--- config.mk ---
export PLATFORM = sky130hd
export DESIGN_NAME = pi_req_queue
export DESIGN_NICKNAME = d
export VERILOG_FILES = /design/src/rtl/pi_req_queue.sv
export SDC_FILE = /design/constraint.sdc
export NUM_CORES = 1
export LEC_CHECK = 0
export ABC_AREA = 1
export CAP_MARGIN = 15
export CORE_AREA = 2 2 152 154
export CTS_BUF_LIST = sky130_fd_sc_hd__clkbuf_16
export CTS_CLUSTER_DIAMETER = 40
export DETAILED_ROUTE_END_ITERATION = 8
export DIE_AREA = 0 0 154 156
export GPL_ROUTABILITY_DRIVEN = 0
export PLACE_DENSITY = 0.74
export SLEW_MARGIN = 5
export SYNTH_ARGS = -nofsm -noshare
export SYNTH_HDL_FRONTEND = slang
export SYNTH_SLANG_ARGS = --single-unit
--- constraint.sdc ---
create_clock -name sys_clk -period 3.57 [get_ports sys_clk]
set_input_delay 0.5355 -clock sys_clk [delete_from_list [all_inputs] [get_ports sys_clk]]
set_output_delay 0.5355 -clock sys_clk [all_outputs]
set_load 0.005 [all_outputs]
--- src/rtl/pi_req_queue.sv ---
// Pi-to-68k request queue: staging registers, request FIFO and a bus-cycle issue FSM.
// Optional macro PI_REQ_LONG_SPLIT_EN enables splitting longword requests into two word cycles.
module pi_req_queue #(
  parameter int DEPTH = 4,
  parameter int AW    = 24
) (
  input  logic                     sys_clk,
  input  logic                     sys_rst_n,
  input  logic                     pi_wr_stb,
  input  logic [2:0]               pi_reg,
  input  logic [15:0]              pi_wdata,
  output logic                     bus_req_valid,
  input  logic                     bus_req_ready,
  output logic [AW-1:0]            bus_req_addr,
  output logic                     bus_req_read,
  output logic [1:0]               bus_req_size,
  output logic [2:0]               bus_req_fc,
  output logic [15:0]              bus_req_wdata,
  input  logic                     bus_done,
  input  logic [15:0]              bus_rdata,
  output logic [31:0]              rd_data,
  output logic                     rd_valid,
  output logic                     q_empty,
  output logic                     q_full,
  output logic [$clog2(DEPTH):0]   q_level,
  output logic                     busy,
  output logic                     overflow
);

  localparam int PW = $clog2(DEPTH);

  typedef struct packed {
    logic [2:0]    fc;
    logic          read;
    logic [1:0]    size;
    logic [AW-1:0] addr;
    logic [31:0]   data;
  } entry_t;

  typedef enum logic [1:0] {S_IDLE, S_ISSUE, S_WAIT} state_t;

  state_t        state_reg, state_next;
  logic [31:0]   stage_data_reg;
  logic [15:0]   stage_addr_reg;
  logic [PW:0]   wr_ptr_reg, rd_ptr_reg;
  entry_t        fifo_mem [DEPTH];
  entry_t        commit_entry, head;
  logic          commit, push, pop, head_long;
  logic          overflow_reg;

  logic [AW-1:0] w_addr_reg;
  logic [15:0]   w_wdata_reg, w_data_lo_reg;
  logic [2:0]    w_fc_reg;
  logic          w_read_reg, w_byte_reg, w_long_reg, w_phase_reg;
  logic [31:0]   rd_data_reg;
  logic          rd_valid_reg;
  logic          unused_wdata;

  assign unused_wdata = &{1'b0, pi_wdata[15:14]};

  assign commit = pi_wr_stb && (pi_reg == 3'd3);
  assign pop    = (state_reg == S_IDLE) && !q_empty;
  // A full FIFO can still accept a commit when the head leaves in the same cycle.
  assign push   = commit && (!q_full || pop);

  assign commit_entry.fc   = pi_wdata[13:11];
  assign commit_entry.read = pi_wdata[10];
  assign commit_entry.size = pi_wdata[9:8];
  assign commit_entry.addr = AW'({pi_wdata[7:0], stage_addr_reg});
  assign commit_entry.data = stage_data_reg;

  assign head = fifo_mem[rd_ptr_reg[PW-1:0]];

`ifdef PI_REQ_LONG_SPLIT_EN
  assign head_long = (head.size == 2'd2);
`else
  assign head_long = 1'b0;
`endif

  assign q_level = wr_ptr_reg - rd_ptr_reg;
  assign q_empty = (wr_ptr_reg == rd_ptr_reg);
  assign q_full  = (q_level == (PW+1)'(DEPTH));

  always_ff @(posedge sys_clk or negedge sys_rst_n) begin
    if (!sys_rst_n) begin
      stage_data_reg <= '0;
      stage_addr_reg <= '0;
      overflow_reg   <= 1'b0;
    end else if (pi_wr_stb) begin
      case (pi_reg)
        3'd0: stage_data_reg[15:0]  <= pi_wdata;
        3'd1: stage_data_reg[31:16] <= pi_wdata;
        3'd2: stage_addr_reg        <= pi_wdata;
        3'd3: if (!push) overflow_reg <= 1'b1;
        3'd5: overflow_reg <= 1'b0;
        default: ;
      endcase
    end
  end

  always_ff @(posedge sys_clk or negedge sys_rst_n) begin
    if (!sys_rst_n) begin
      wr_ptr_reg <= '0;
      rd_ptr_reg <= '0;
    end else begin
      if (push) wr_ptr_reg <= wr_ptr_reg + 1'b1;
      if (pop)  rd_ptr_reg <= rd_ptr_reg + 1'b1;
    end
  end

  always_ff @(posedge sys_clk) begin
    if (push) fifo_mem[wr_ptr_reg[PW-1:0]] <= commit_entry;
  end

  always_ff @(posedge sys_clk or negedge sys_rst_n) begin
    if (!sys_rst_n) state_reg <= S_IDLE;
    else            state_reg <= state_next;
  end

  always_comb begin
    state_next = state_reg;
    case (state_reg)
      S_IDLE:  if (!q_empty) state_next = S_ISSUE;
      S_ISSUE: if (bus_req_ready) state_next = S_WAIT;
      S_WAIT:  if (bus_done) state_next = (w_long_reg && !w_phase_reg) ? S_ISSUE : S_IDLE;
      default: state_next = S_IDLE;
    endcase
  end

  always_comb begin
    bus_req_valid = (state_reg == S_ISSUE);
    busy          = (state_reg != S_IDLE) || !q_empty;
  end

  always_ff @(posedge sys_clk or negedge sys_rst_n) begin
    if (!sys_rst_n) begin
      w_addr_reg    <= '0;
      w_wdata_reg   <= '0;
      w_data_lo_reg <= '0;
      w_fc_reg      <= '0;
      w_read_reg    <= 1'b0;
      w_byte_reg    <= 1'b0;
      w_long_reg    <= 1'b0;
      w_phase_reg   <= 1'b0;
      rd_data_reg   <= '0;
      rd_valid_reg  <= 1'b0;
    end else if (pop) begin
      // Longwords start with the high word at the even address.
      w_addr_reg    <= head_long ? {head.addr[AW-1:1], 1'b0} : head.addr;
      w_wdata_reg   <= head_long ? head.data[31:16] : head.data[15:0];
      w_data_lo_reg <= head.data[15:0];
      w_fc_reg      <= head.fc;
      w_read_reg    <= head.read;
      w_byte_reg    <= (head.size == 2'd0);
      w_long_reg    <= head_long;
      w_phase_reg   <= 1'b0;
      if (head.read) rd_valid_reg <= 1'b0;
    end else if (state_reg == S_WAIT && bus_done) begin
      if (w_long_reg && !w_phase_reg) begin
        w_phase_reg <= 1'b1;
        w_addr_reg  <= w_addr_reg + AW'(2);
        w_wdata_reg <= w_data_lo_reg;
        if (w_read_reg) rd_data_reg[31:16] <= bus_rdata;
      end else if (w_read_reg) begin
        rd_data_reg[15:0] <= bus_rdata;
        if (!w_long_reg) rd_data_reg[31:16] <= '0;
        rd_valid_reg <= 1'b1;
      end
    end
  end

  assign bus_req_addr  = w_addr_reg;
  assign bus_req_read  = w_read_reg;
  assign bus_req_size  = w_byte_reg ? 2'd0 : 2'd1;
  assign bus_req_fc    = w_fc_reg;
  assign bus_req_wdata = w_wdata_reg;
  assign rd_data       = rd_data_reg;
  assign rd_valid      = rd_valid_reg;
  assign overflow      = overflow_reg;

endmodule

Yosys cells after proc, flatten, opt, wreduce, memory -nomap -nowiden
Memory sizes are Yosys's and may differ from the RTL's.
Index checks and enable logic that the tools add are counted.
W data, S select, Z words.
- bits in registers: 135
- memory bits (writable): 248
- bits of input ports: 40
- output and inout port bits: 87
- logic and storage cells: 72
- memories kept: 1
- add/sub/neg operators: 3
- equality and inequality tests: 13
- mux-type cells: 16
- bitwise operators: 1
- reduce and logical (&&, ||, !) cells: 23
- memories (name ; depth ; bits a word ; rd ports ; clocked after Yosys merged registers in ; write ports ; line ; text):
    fifo_mem ; 4 ; 62 ; 1 ; 0 ; 1 ; 46 ; entry_t fifo_mem [DEPTH];
- operator list (cell ; number):
    $mux W32 ; 1
    $mux W24 ; 1
    $mux W16 ; 1
    $reduce_and A3 Y1 ; 4
    $mux W1 ; 8
    $ne A2 B2 Y1 const B ; 4
    $reduce_and A2 Y1 ; 4
    $reduce_bool A2 Y1 ; 4
    $add A3 B1 Y3 const B ; 2
    $eq A3 B2 Y1 const B ; 2
    $eq A3 B3 Y1 const B ; 2
    $mux W2 ; 3
    $pmux W2 S3 ; 1
    $logic_and A1 B1 Y1 ; 4
    $logic_not A2 Y1 ; 2
    $eq A3 B1 Y1 const B ; 1
    $eq A3 B3 Y1 ; 1
    $logic_not A3 Y1 ; 1
    $sub A3 B3 Y3 ; 1
    $eq A2 B1 Y1 const B ; 1
    $eq A2 B2 Y1 const B ; 1
    $logic_not A1 Y1 ; 2
    $logic_or A1 B1 Y1 ; 2
    $ne A2 B1 Y1 const B ; 1
    2 further kinds ; 2

Logic depth before layout (Yosys ltp)
- depth in word-level cells: 7
- gate-level depth with buffers: 12
- mapped depth without buffers: 11

Worst setup path after synthesis
Ideal clock, no wire load.
- path kind: flip-flop to flip-flop
- start: register rd_ptr_reg[1]
- end: memory fifo_mem[0][0] in the netlist's numbering, enable pin
- library setup time: 0.450 ns
- arrival: 3.513 ns
- required time: 3.120 ns
- slack: -0.392 ns
- cell stages (with the launch flop): 11
- buffers on the path: 3
- clock period less this slack: 3.962 ns
- path through: dfrtp_1 buf_2 inv_1 buf_2 buf_2 ha_1 nand2_1 o21ai_2 nand2_1 nand2_2 nor2_1
- word-level cells in the longest chain between the ends: 7
- elaborated cells on any way between the ends: 10
- those cells by class: add/sub: 1; eq/ne: 2; mux: 2; reduce/logical: 5
- ends and longest elaborated chain (item ; line ; text):
    from (decl) ; 45 ; logic [PW:0] wr_ptr_reg, rd_ptr_reg;
    from (signal assigned) ; 107 ; if (pop) rd_ptr_reg <= rd_ptr_reg + 1'b1;
    $sub A3 B3 Y3 / $eq A3 B3 Y1 (equally long branches) ; 80, 81 ;
    $eq A3 B3 Y1 / $logic_not A1 Y1 (equally long branches) ; 82, 62 ;
    $logic_not A1 Y1 / $logic_and A1 B1 Y1 (equally long branches) ; 64, 62 ;
    $logic_or A1 B1 Y1 * ; 64 ; assign push = commit && (!q_full || pop);
    $logic_and A1 B1 Y1 * ; 64 ;
    $mux W1 * ; 112 ; if (push) fifo_mem[wr_ptr_reg[PW-1:0]] <= commit_entry;
    $mux W1 (not written as such) * ; 112 ;
    to (decl) ; 46 ;
Mark *: on every way between the ends. The rest lies on a longest branch, timed or not.

Worst setup path in the final report
- start: register wr_ptr_reg[0]
- end: output port q_full
- word-level cells in the longest chain between the ends: 2
- ends and longest elaborated chain (item ; line ; text):
    from (decl) ; 45 ;
    from (signal assigned) ; 106 ; if (push) wr_ptr_reg <= wr_ptr_reg + 1'b1;
    $sub A3 B3 Y3 ; 80 ; assign q_level = wr_ptr_reg - rd_ptr_reg;
    $eq A3 B3 Y1 ; 82 ; assign q_full = (q_level == (PW+1)'(DEPTH));
    to (decl) ; 24 ; output logic q_full,
Every way passes these cells.

==> results.toml <==
[status]
run_status = "finished clean"

[layout]
commonest_cells_after_routing_fill_and_taps_aside = "nand2_1 (191), edfxtp_1 (184), o21ai_0 (125)"
antenna_cells = 0
drive_gt1_share_pct = 8.789
multi_input_area_um2 = 2512
commonest_non_fill_non_tap_cell_in_the_layout = "nand2_1"
sequential_cell_area_um2 = 8104
largest_register_ffs = 184
fin_area_um2 = 13390
synthToLayoutAreaGrowth_pct = 21.44
design.final.nets = 1048
fillCellCount = 1704

[timing]
maxSlewViolCount = 0
worst_pin_slew_ps = 899.9
totalNegativeSetupSlack_ps = 0
finalHoldViolCount = 0
min_period_ps = 3035
hold_slack_ps = 36.97
achievable-frequency_ghz = 0.3294
fin_crit_sh_pct = 85.03
rsz_0062_raised_after_global_routing = "false"
setup-violations-final = 0
relSlewSlack_pct = 40.01
final_critical_path_setup_slack_ps = 534.6
fin_worst_skew_ps = 28.06

[synth]
synth.lib_cells_used.distinct = 27
synth.cell_area_um2 = 11020
synth_seq_area_share_pct = 73.50
synthesis.instances = 893
postSynthAreaPerCell_um2 = 12.35
post_synthesis_sequential_element_count = 287
yosysWarnings = 0

[global_route]
vias_in_the_first_global_route = 7075
grt_start_max_net_pins = 92
globalRouteOverflowTotal = 0
first_pass_grt_wire_length_mm = 36.94
grt_antenna_before_repair = 0
gr-usage-all-layers_pct = 19.40

[clock_tree]
cts_inserted_buffers = 31
cts_tree = "done"
post_cts.repair.setup_buffers = 0
cts-root-to-sink-buffers = 3
clock_sinks = 287
cts_htree_levels = 1
clock-root-buffer = "clkbuf_16"
cts_hold_buffers = 0
clkLatencyLatePin_ps = 550
cts_repair_resize_count = 0
clkSlewWorstSetupHoldPaths_ps = 70

[pwr]
power_frac_clock_pct = 28.3
power_report.internal_total_w = 0.007535
p_seq_share_pct = 40.2
sw_frac_of_total_pct = 32.52
powerDensity_nw_per_um2 = 834.1
max_rail_drop_vdd_uv = 426.7
comb_power_share_pct = 31.5
power.static_leakage_nw = 5.310
power.net_switching_w = 0.003632

[die]
std_cell_rows = 55
floorplan.initialDensity_pct = 49.29
die_w_um = 154
floorplan.die_area_um2 = 24020
core_area_um2 = 22370
dieHeight_um = 156
num_io_pins = 127

[worst_setup_path]
cp_data_required_time_ps = 3030
r2r_cells = 8
timing.critical_path.to_type = "primary output"
timing_worst_setup_path_type = "flip-flop to primary output"
regToRegEndpoint = "fifo_mem[0][45]$_DFFE_PP_"
setup.reg_to_reg.worst_slack_ps = 970
cpMaxStageDelayCell = "clkdlybuf4s50_1"
worst_path_dominant_cell_family = "adder cells"
regToRegStartpoint = "wr_ptr_reg[0]$_DFFE_PN0P_"
crit_arrival_ps = 2500
path_buf_inv = 2
startpoint_type_of_the_worst_setup_path = "flip-flop"
cp_slowest_stage_delay_ps = 520
crit_path_cell_trace = "inv_1 > ha_1 > fa_1 > nand2_1 > nor2_2 > clkdlybuf4s50_1"
timing.critical_path.from = "wr_ptr_reg[0]$_DFFE_PN0P_"
worst-path-max-fanout = 4

[placed_design]
detailed_place.area_um2 = 12360
placement.setup.worst_slack_ps = 960.3
dp_hpwl_mm = 13.33
count_of_input_and_output_buffers = 109

[route]
viasPerCell = 5.361
drt_pre_antenna_iters = 5
route.antenna.remaining_nets = 0
wirelength_mm = 23.23
drc = 0
vias = 7017
detail_route.wl_per_cell_um = 17.74
drt-initial-drc-count = 459

[job]
max_cap_check_violation_count = 0

[hold_path]
hold_class = "input port to async pin"
-- worst register-to-register path: cells and delay by family (launching register included) --
kind                     cells  cell delay, ps
AND/OR/NAND/NOR              4             700
AO/OA/AOI/OAI                1             590
flip-flops                   1             390
buffers and inverters        2             320
adder cells (fa/ha/maj)      1             320
-- cell usage after synthesis, drive strengths merged --
cell / count / share of area (%)
nand2: 192 / 6.6
a21oi: 1 / 0.045
nor2: 100 / 3.4
conb: 1 / 0.034
o21ai: 126 / 5.8
nand3: 9 / 0.41
o22ai: 44 / 2.5
clkbuf: 24 / 0.82
mux2: 16 / 1.6
ha: 7 / 0.79
buf: 40 / 2.5
edfxtp: 184 / 50
or2: 1 / 0.057
nor3: 2 / 0.091
fa: 1 / 0.18
inv: 37 / 1.3
o31ai: 1 / 0.068
nand4: 1 / 0.11
xor2: 3 / 0.24
dfrtp: 103 / 23
-- stage by stage --
step	power [W]	instances	util (%)
2_1_floorplan	0.006598	909	-
3_3_place_gp	0.007965	1252	55.27
3_5_place_dp	0.008077	1252	55.27
4_1_cts	0.01127	1309	59.86
5_1_grt	0.01184	1309	59.86
6_report	0.01117	1309	59.86
-- worst max-delay path by stage --
stage / endpoint / slack [ps] / cells past startpoint
final: q_full / 530 / 6
after CTS: q_full / 510 / 6
after global placement: fifo_mem[0][15]$_DFFE_PP_ / 1020 / 8
after detailed placement: fifo_mem[0][61]$_DFFE_PP_ / 960 / 8
after floorplan: fifo_mem[0][0]$_DFFE_PP_ / -390 / 10
after global routing: q_full / 390 / 7
-- per-layer routing --
| metal | vias up | share of wire, % | track usage (%) |
|---|---|---|---|
| li1 | 3262 | - | - |
| met1 | 3508 | 41 | 24.71 |
| met2 | 212 | 52 | 34.61 |
| met3 | 35 | 5.2 | 2.528 |
| met4 | 0 | 1.7 | 6.453 |
| met5 | - | 0 | 0 |
-- logic make-up (layout without fill, tap and decap cells) --
| logic type | Yosys count | in the layout | share of synthesized area [%] |
|---|---|---|---|
| xor gates and xnor gates | 3 | 3 | 0.2384 |
| DFF | 287 | 287 | 73.50 |
| adders and majority gates | 8 | 8 | 0.9760 |
| buffers and inverters | 101 | 216 | 4.596 |
| and+or+nand+nor | 305 | 305 | 10.66 |
| other | 1 | 17 | 0.03402 |
| AOI/OAI and AO/OA | 172 | 172 | 8.365 |
| muxes | 16 | 16 | 1.634 |
-- power by group through the flow --
stage | clock, W | combinational [W] | sequential [W]
2_1_floorplan | 0 | 0.00208 | 0.00452
6_report | 0.00316 | 0.00352 | 0.00449
3_3_place_gp | 0 | 0.00343 | 0.00454
5_1_grt | 0.00334 | 0.00394 | 0.00456
4_1_cts | 0.00320 | 0.00357 | 0.00450
3_5_place_dp | 0 | 0.00352 | 0.00455
-- cell type report --
| type | count | area share [%] |
|---|---|---|
| Multi-Input combinational cell | 521 | 18.77 |
| Timing Repair Buffer | 122 | 9.327 |
| Inverter | 37 | 1.037 |
| Sequential cell | 287 | 60.53 |
| Clock inverter | 26 | 1.879 |
| Tap cell | 285 | 2.664 |
| Clock buffer | 31 | 5.794 |
Note: power is estimated with default switching activity, not from simulation.
